--- src/rtl/sar_logic_if.sv ---
// sar_logic_if: bus between the SAR controller and its analog neighbours.
//   start    : conversion request (host -> controller)
//   comp     : comparator decision, 1 = held input >= dac_code
//   sample   : sample/hold clock, 1 = track, 0 = hold
//   dac_code : trial code driven to the capacitive DAC
//   dout     : last completed conversion result
//   valid    : one-cycle strobe, dout updated at the same edge
//   busy     : high from start acceptance until the valid edge
// The master modport is the controller; slave is the surrounding model/host.
interface sar_logic_if #(
    parameter int NBITS = 8
);
    logic             start;
    logic             comp;
    logic             sample;
    logic [NBITS-1:0] dac_code;
    logic [NBITS-1:0] dout;
    logic             valid;
    logic             busy;

    modport master (
        input  start, comp,
        output sample, dac_code, dout, valid, busy
    );

    modport slave (
        output start, comp,
        input  sample, dac_code, dout, valid, busy
    );
endinterface

--- src/rtl/sar_logic.sv ---
// sar_logic: successive-approximation controller for the SAR-ADC model.
// Drives the sample/hold clock, walks a binary-search code through the DAC
// (MSB first, one bit per cycle) and emits one NBITS result per conversion.
//   clk  : single clock, rising edge
//   rst  : asynchronous active-low reset
//   bus  : sar_logic_if.master (start, comp in; sample, dac_code, dout,
//          valid, busy out -- all outputs registered)
// Parameters: NBITS (>= 2) resolution, SAMPLE_CYCLES (>= 1) track time.
// Build option: define SAR_CONTINUOUS_EN for free-running conversions
// (start ignored, valid edge re-enters SAMPLE directly).
module sar_logic #(
    parameter int NBITS         = 8,
    parameter int SAMPLE_CYCLES = 2
) (
    input  logic         clk,
    input  logic         rst,
    sar_logic_if.master  bus
);
    localparam int BW = $clog2(NBITS);
    localparam int SW = (SAMPLE_CYCLES > 1) ? $clog2(SAMPLE_CYCLES) : 1;

    localparam logic [SW-1:0]    SLAST = SW'(SAMPLE_CYCLES - 1);
    localparam logic [BW-1:0]    TOP   = BW'(NBITS - 1);
    localparam logic [NBITS-1:0] MSB   = {1'b1, {(NBITS-1){1'b0}}};

    localparam logic [1:0] IDLE    = 2'd0;
    localparam logic [1:0] SAMPLE  = 2'd1;
    localparam logic [1:0] CONVERT = 2'd2;

`ifdef SAR_CONTINUOUS_EN
    localparam bit CONT = 1'b1;
`else
    localparam bit CONT = 1'b0;
`endif

    logic [1:0]       state;
    logic [SW-1:0]    scnt;
    logic [BW-1:0]    bit_idx;
    logic             sample_q;
    logic             valid_q;
    logic             busy_q;
    logic [NBITS-1:0] dac_q;
    logic [NBITS-1:0] dout_q;
    logic [NBITS-1:0] code_nxt;
    logic             go;

    // In free-running mode every IDLE edge launches a conversion.
    assign go = CONT ? 1'b1 : bus.start;

    // Resolve the current bit with the comparator and arm the next trial bit.
    // At bit 0 this is the final code, so it also feeds dout.
    always_comb begin
        code_nxt = dac_q;
        code_nxt[bit_idx] = bus.comp;
        if (bit_idx != '0)
            code_nxt[bit_idx - 1'b1] = 1'b1;
    end

    always_ff @(posedge clk or negedge rst) begin
        if (!rst) begin
            state    <= IDLE;
            scnt     <= '0;
            bit_idx  <= '0;
            sample_q <= 1'b0;
            valid_q  <= 1'b0;
            busy_q   <= 1'b0;
            dac_q    <= '0;
            dout_q   <= '0;
        end else begin
            valid_q <= 1'b0;
            case (state)
                IDLE: begin
                    if (go) begin
                        state    <= SAMPLE;
                        sample_q <= 1'b1;
                        busy_q   <= 1'b1;
                        scnt     <= '0;
                    end
                end
                SAMPLE: begin
                    if (scnt == SLAST) begin
                        state    <= CONVERT;
                        sample_q <= 1'b0;
                        dac_q    <= MSB;
                        bit_idx  <= TOP;
                    end else begin
                        scnt <= scnt + 1'b1;
                    end
                end
                CONVERT: begin
                    dac_q <= code_nxt;
                    if (bit_idx != '0) begin
                        bit_idx <= bit_idx - 1'b1;
                    end else begin
                        dout_q  <= code_nxt;
                        valid_q <= 1'b1;
                        if (CONT) begin
                            // Skip IDLE so the period is SAMPLE_CYCLES+NBITS.
                            state    <= SAMPLE;
                            sample_q <= 1'b1;
                            scnt     <= '0;
                        end else begin
                            state  <= IDLE;
                            busy_q <= 1'b0;
                        end
                    end
                end
                default: state <= IDLE;
            endcase
        end
    end

    assign bus.sample   = sample_q;
    assign bus.dac_code = dac_q;
    assign bus.dout     = dout_q;
    assign bus.valid    = valid_q;
    assign bus.busy     = busy_q;
endmodule
--- src/flat_wrapper.sv ---
// flat-port wrapper written by rule: the top's interface ports become plain ports
module sar_logic_flat 
#(
    parameter int NBITS         = 8,
    parameter int SAMPLE_CYCLES = 2
)
  (clk, rst, bus_start, bus_comp, bus_sample, bus_dac_code, bus_dout, bus_valid, bus_busy);
  sar_logic_if #(.NBITS(NBITS)) bus_i ();
  input  logic clk;
  input  logic rst;
  input wire logic [$bits(bus_i.start)-1:0] bus_start;
  input wire logic [$bits(bus_i.comp)-1:0] bus_comp;
  output wire logic [$bits(bus_i.sample)-1:0] bus_sample;
  output wire logic [$bits(bus_i.dac_code)-1:0] bus_dac_code;
  output wire logic [$bits(bus_i.dout)-1:0] bus_dout;
  output wire logic [$bits(bus_i.valid)-1:0] bus_valid;
  output wire logic [$bits(bus_i.busy)-1:0] bus_busy;
  assign bus_i.start = bus_start;
  assign bus_i.comp = bus_comp;
  assign bus_sample = bus_i.sample;
  assign bus_dac_code = bus_i.dac_code;
  assign bus_dout = bus_i.dout;
  assign bus_valid = bus_i.valid;
  assign bus_busy = bus_i.busy;
  sar_logic #(.NBITS(NBITS), .SAMPLE_CYCLES(SAMPLE_CYCLES)) u_core (.clk(clk), .rst(rst), .bus(bus_i));
endmodule
--- config.mk ---
export PLATFORM = sky130hd
export DESIGN_NAME = sar_logic_flat
export DESIGN_NICKNAME = d
export VERILOG_FILES = /design/src/rtl/sar_logic_if.sv /design/src/rtl/sar_logic.sv /design/src/flat_wrapper.sv
export SDC_FILE = /design/constraint.sdc
export NUM_CORES = 1
export LEC_CHECK = 0
export ABC_AREA = 1
export CAP_MARGIN = 20
export CORE_MARGIN = 4
export CORE_UTILIZATION = 47
export DETAILED_ROUTE_END_ITERATION = 7
export GPL_TIMING_DRIVEN = 0
export PLACE_DENSITY = 0.79
export SYNTH_ARGS = -nofsm -noshare
export SYNTH_HDL_FRONTEND = slang
export SYNTH_SLANG_ARGS = --single-unit
--- constraint.sdc ---
create_clock -name clk -period 1.5 [get_ports clk]
set_clock_uncertainty 0.1 [all_clocks]
set_input_delay 0.15 -clock clk [delete_from_list [all_inputs] [get_ports clk]]
set_output_delay 0.15 -clock clk [all_outputs]
set_load 0.02 [all_outputs]
==> Word-level counts from Yosys, hierarchy flattened <==
Index checks and enable logic that the tools add are counted.
{ "classes": {"n_addsub": 2, "magnitude_cmp": 4, "eq_ne": 6, "muxes": 25, "bitwise_logic": 2, "n_reduce_logical": 14} }
{ "op_table": {"columns": ["cell", "n"], "rows": [
  ["8-bit 2-to-1 mux", 2],
  ["8-bit case mux with 2 select lines", 1],
  ["3-bit AND reduction", 4],
  ["1-bit 2-to-1 mux", 9],
  ["8-bit bitwise mux", 1],
  ["3-bit by 4-bit < comparator with 1-bit output, second input constant", 2],
  ["8-bit bitwise OR", 1],
  ["1-bit demux with 3-bit select", 2],
  ["3-bit by 1-bit >= comparator with 1-bit output, second input constant", 2],
  ["2-bit 2-to-1 mux", 3],
  ["3-bit 2-to-1 mux", 2],
  ["1-bit case mux with 2 select lines", 3],
  ["2-bit case mux with 3 select lines", 1],
  ["3-bit case mux with 2 select lines", 1],
  ["2-bit AND reduction", 3],
  ["2-bit nonzero test", 3],
  ["2-bit by 1-bit != test with 1-bit output, second input constant", 2],
  ["2-bit != test, second input constant", 2],
  ["3-bit nonzero test", 1],
  ["3-bit by 1-bit subtractor with 3-bit output, second input constant", 1],
  ["2-bit by 1-bit == test with 1-bit output, second input constant", 1],
  ["2-bit == test, second input constant", 1],
  ["1-bit logical AND", 2],
  ["2-bit zero test", 1],
  ["other kinds (2)", 2]
]} }
{ "word_totals": {"register_bits": 25, "in_bits": 4, "output_inout_bits": 19, "elab_cells": 61} }

==> Logic depth before layout (Yosys ltp) <==
Gate-level depths: netlist of the first run.
{ "logic_depth": {"word_depth": 8, "mapped_depth": 11, "mapped_depth_nobuf": 10} }

==> Worst setup path after synthesis of the first run <==
OpenSTA, ideal clock, no wires.
{ "synth_timing": {"path_kind": "register to register", "start": "register u_core.bit_idx[1]", "end": "register u_core.dout_q[0] (netlist: u_core.bus.dout[0])", "setup_time_ns": 0.065, "t_arrival_ns": 1.424, "required_time_ns": 1.335, "path_slack_ns": -0.089, "stages_incl_launch_ff": 11, "path_buffers": 2, "period_less_slack_ns": 1.589, "path_cell_list": "dfrtp_1 buf_2 inv_1 ha_1 inv_1 nor2_2 nand2_1 buf_2 inv_2 nand2_1 nand2_1"} }
{ "synth_via": {"elab_chain_len": 7, "elab_cells_between_ends": 17, "classes_between": "add/sub: 1; order compare: 4; mux: 6; bitwise: 2; reduce/logical: 4"} }
{ "synth_lines": {"columns": ["element", "line", "text"], "rows": [
  ["from (decl)", "sar_logic.sv:38", "logic [BW-1:0] bit_idx;"],
  ["from (signal assigned)", "sar_logic.sv:93", "bit_idx <= bit_idx - 1'b1;"],
  ["3-bit by 1-bit subtractor with 3-bit output, or another cell as far along", "sar_logic.sv:56", "code_nxt[bit_idx - 1'b1] = 1'b1;"],
  ["3-bit by 4-bit < comparator with 1-bit output (not written as such), or another cell as far along", "sar_logic.sv:56", null],
  ["1-bit logical AND (not written as such) or 1-bit 2-to-1 mux (tied branches)", "sar_logic.sv:56, sar_logic.sv:54", null],
  ["1-bit 2-to-1 mux (not written as such) or 1-bit demux with 3-bit select (tied branches)", null, null],
  ["1-bit demux with 3-bit select or 8-bit bitwise mux (tied branches)", null, null],
  ["8-bit bitwise OR (no source line)", null, null],
  ["8-bit 2-to-1 mux", "sar_logic.sv:55", "if (bit_idx != '0)"],
  ["to (signal assigned)", "sar_logic.sv:95", "dout_q <= code_nxt;"],
  ["to (decl)", "sar_logic.sv:43", "logic [NBITS-1:0] dout_q;"]
]} }
Parallel ways exist; a longest one is shown, timed or not.
A chain may end at the register's enable or synchronous reset.

==> Worst setup path after layout of the first run <==
{ "layout_timing": {"start": "register u_core.bit_idx[1]", "end": "register u_core.state[1]"} }
{ "layout_via": {"elab_chain_len": 3} }
{ "layout_lines": {"columns": ["element", "line", "text"], "rows": [
  ["3-bit nonzero test", "sar_logic.sv:92", "if (bit_idx != '0) begin"],
  ["2-bit != test (no source line)", null, null],
  ["3-bit AND reduction (no source line)", null, null],
  ["to (signal assigned)", "sar_logic.sv:99", "state <= SAMPLE;"],
  ["to (signal assigned)", "sar_logic.sv:103", "state <= IDLE;"],
  ["to (signal assigned)", "sar_logic.sv:108", "default: state <= IDLE;"],
  ["to (decl)", "sar_logic.sv:36", "logic [1:0] state;"]
]} }
Every way passes these cells.

==> reports/qor.yml, run 1 <==
power_and_ir_drop:
  leakage_nw: 1.02
  vdd_drop_max_mv: 0.885
  p_per_area_mw_per_mm2: 1810
synth:
  synth_largest_area_cell: "dfrtp_1"
  yosys.area.top_type_share_pct: 44.7
  yosysUniqueCellTypes: 18
  syn_area_mm2: 0.00140
  synth_warnings: 0
  seq_area_frac_synth_pct: 44.7
  synth_fp_nets: 209
  syn_area_per_cell_um2: 7.00
  synth_area_leaders: "dfrtp_1 45%, nand2_1 25%, inv_1 6.2%"
  synth_cells: 200
  ys_ff_latch: 25
timing:
  rsz0062_at_grt: "true"
  fin_crit_ps: 1590
  fmax_mhz: 628
  tightest_slew_ps: 537
  finalMaxSlewViolations: 0
  final-hold-violation-count: 0
  setup_ws_ps: -92.0
  finalCritPeriodShare_pct: 106
  setup_tns_ps: -928
  holdWs_ps: 51.5
  max_slew_margin_pct: 64.1
  setup_viol: 18
floorplanning:
  die_h_um: 62.6
  boundaryPins: 23
  start_util_pct: 49.9
  rows: 19
  core_area_mm2: 0.00281
  dieArea_mm2: 0.00392
  die_x_um: 62.6
placement:
  dp_cells: 253
  finalWeightedCongestion: 0.969
  hpwl_um: 2280
  portBuffers: 21
clock_tree:
  cts_tree: "done"
  cts_buffers: 3
  clk_latency_ps: 330
  path_clk_slew_ps: 150
  clock_path_buffers: 2
  root_buffer: "clkbuf_4"
  cts.sinks: 25
  hold_buffers: 0
  htreeDepth: 1
setup_path:
  cp_data_arrival_time_ps: 1720
  worstRegToRegCells: 10
  critical_path_required_ps: 1630
  crit_path_end_kind: "flip-flop"
  worst_setup_path_start_kind: "flip-flop"
  crit_type: "flip-flop to flip-flop"
  cp_max_fo: 4
cells_and_area:
  multi_input_area_um2: 812
  areaGrowthSynthToFinish_pct: 40.2
  fin_util_pct: 70.0
  drive_gt1_share_pct: 26.8
  fin_cells: 270
  fin_nets: 249
  fillers: 231
  n_antenna_cell: 0
  register_area_um2: 626
route:
  firstDrtPassIters: 4
  vias: 1436
  drt_first_iter_violations: 93
  drcViolationCount: 0
  wl_um: 4090
  antenna_left: 0
  avgViaCountPerCell: 5.32
  avgRoutedWirePerCell_um: 15.1
hold_path:
  hold_class: "input pin to async pin"
run:
  drv_cap: 0
global_routing:
  grt_first_pass_wirelength_um: 6400
  track_usage_pct: 20.1
  grt_pass1_vias: 1391
  grt_max_degree: 16
  grt_overflow: 0
  antenna_found_initial: 0
status:
  outcome: "complete, but fails checks"
  violations: "setup timing"
==> layout by cell type (no fill, tap or decap), types with 2 or more instances in the layout <==
cell and n:
a21oi_2 2, nor2_4 4, clkbuf_4 3, nor2_2 5, nand2_2 11, o21ai_1 2, clkdlybuf4s50_1 2, buf_8 2
buf_6 3, nand2_4 3, a21oi_1 3, dfrtp_1 25, inv_4 2, ha_2 2, inv_2 4, buf_4 12
ha_4 2, dlygate4sd2_1 19, nand3_1 8, o21ai_0 3, nand2_1 81, nand4_1 6, inv_1 19, nand3_2 3
nor2_1 4
==> through the flow <==
step / power, mW / cell area, µm² / worst slack (ps)
final: 3.55 / 1960 / -92.0
after floorplan: 2.17 / 1410 / 0.220
after CTS: 3.23 / 1880 / -62.4
after global routing: 3.81 / 1960 / -195
after detailed placement: 2.72 / 1670 / -196
after global placement: 2.70 / 1660 / -169
==> power by group <==
group,leakage [nW],internal (mW),total [mW],switching (mW)
clock,0.0177,0.100,0.318,0.218
sequential,0.278,0.879,1.02,0.144
combinational,0.721,0.803,2.21,1.41
total,1.02,1.78,3.55,1.77
==> Yosys cell counts, drive strengths merged <==
master,number
nand2,95
dfrtp,25
inv,25
nor2,13
nand3,12
a21oi,6
nand4,6
o21ai,6
buf,5
ha,5
clkbuf,1
o22ai,1
==> final cells by class <==
| class | count | area share [%] |
|---|---|---|
| flip-flops and latches | 25 | 31.9 |
| plain buffers | 6 | 2.74 |
| repair inverters | 1 | 0.319 |
| clock buffers | 3 | 1.15 |
| well taps | 31 | 1.98 |
| clock inverters | 1 | 0.255 |
| repair buffers | 34 | 15.0 |
| multi-input cells | 144 | 41.4 |
| inverters | 25 | 5.29 |
==> timing repair <==
| item | CTS | global route |
|---|---|---|
| endpoints found under the setup margin | 42 | 21 |
| pin swaps | 7 | 9 |
| setup buffers | 11 | 0 |
| cloned | 2 | 0 |
| gates resized for setup | 50 | 24 |
==> flip-flops by register name, indices dropped and copies added (netlist names) <==
name,flops
u_core.bus.dac_code,8
u_core.bus.dout,8
u_core.bit_idx,3
u_core.state,2
u_core.bus.busy,1
u_core.bus.sample,1
u_core.bus.valid,1
u_core.scnt,1
==> logic make-up (layout without fill, tap and decap cells) <==
logic type,after synthesis,in the layout,share of synthesized area (%)
fa+ha+maj,5,5,4.47
buf+inv,31,70,8.94
simple gates,126,126,36.6
compound gates,13,13,5.27
flops,25,25,44.7
==> worst paths after layout <==
path,startpoint,endpoint,slack (ps)
worst max register to register,u_core.bit_idx[1]$_DFFE_PN0P_,u_core.state[1]$_DFFE_PN0P_,-90
min in group clk,bus_comp,u_core.bus.dout[4]$_DFFE_PN0P_,300
worst min-delay path,rst,u_core.bit_idx[2]$_DFFE_PN0P_,50
max in group asynchronous,rst,u_core.bus.dac_code[4]$_DFFE_PN0P_,760
worst max-delay path,u_core.bit_idx[1]$_DFFE_PN0P_,u_core.state[1]$_DFFE_PN0P_,-90
worst min register to register,u_core.bus.dout[3]$_DFFE_PN0P_,u_core.bus.dout[3]$_DFFE_PN0P_,390
==> critical path, cell delays in order, from the launching register on <==
cell and delay [ps]:
dfrtp_1 400, buf_6 120, inv_4 70, ha_4 150
inv_2 50, nor2_4 160, nor2_1 60, nor2_1 150
nand2_2 100, nand2_1 80, o21ai_1 60
==> layer usage <==
layer | global-route usage (%) | up-vias | share of wire [%]
met3 | 3.06 | 13 | 6.1
met1 | 27.2 | 666 | 43
met5 | 0 | - | 0
met2 | 32.2 | 59 | 48
met4 | 7.99 | 0 | 2.6
li1 | - | 698 | -
(Power assumes the default switching activity.)
==> run 2: changes to the inputs <==
--- a/config.mk
+++ b/config.mk
@@ -11,6 +11,7 @@
 export CORE_UTILIZATION = 47
 export DETAILED_ROUTE_END_ITERATION = 7
 export GPL_TIMING_DRIVEN = 0
+export HOLD_SLACK_MARGIN = 0.02
 export PLACE_DENSITY = 0.79
 export SYNTH_ARGS = -nofsm -noshare
 export SYNTH_HDL_FRONTEND = slang
==> results of run 2 <==
Same layout as run 1: the final DEF is identical, and so are final timing and power.
==> run 3: changes to the inputs <==
--- a/config.mk
+++ b/config.mk
@@ -6,6 +6,7 @@
 export NUM_CORES = 1
 export LEC_CHECK = 0
 export ABC_AREA = 1
+export ABC_CLOCK_PERIOD_IN_PS = 1500
 export CAP_MARGIN = 20
 export CORE_MARGIN = 4
 export CORE_UTILIZATION = 47
==> results of run 3 <==
Same layout as run 1: the final DEF is identical, and so are final timing and power.
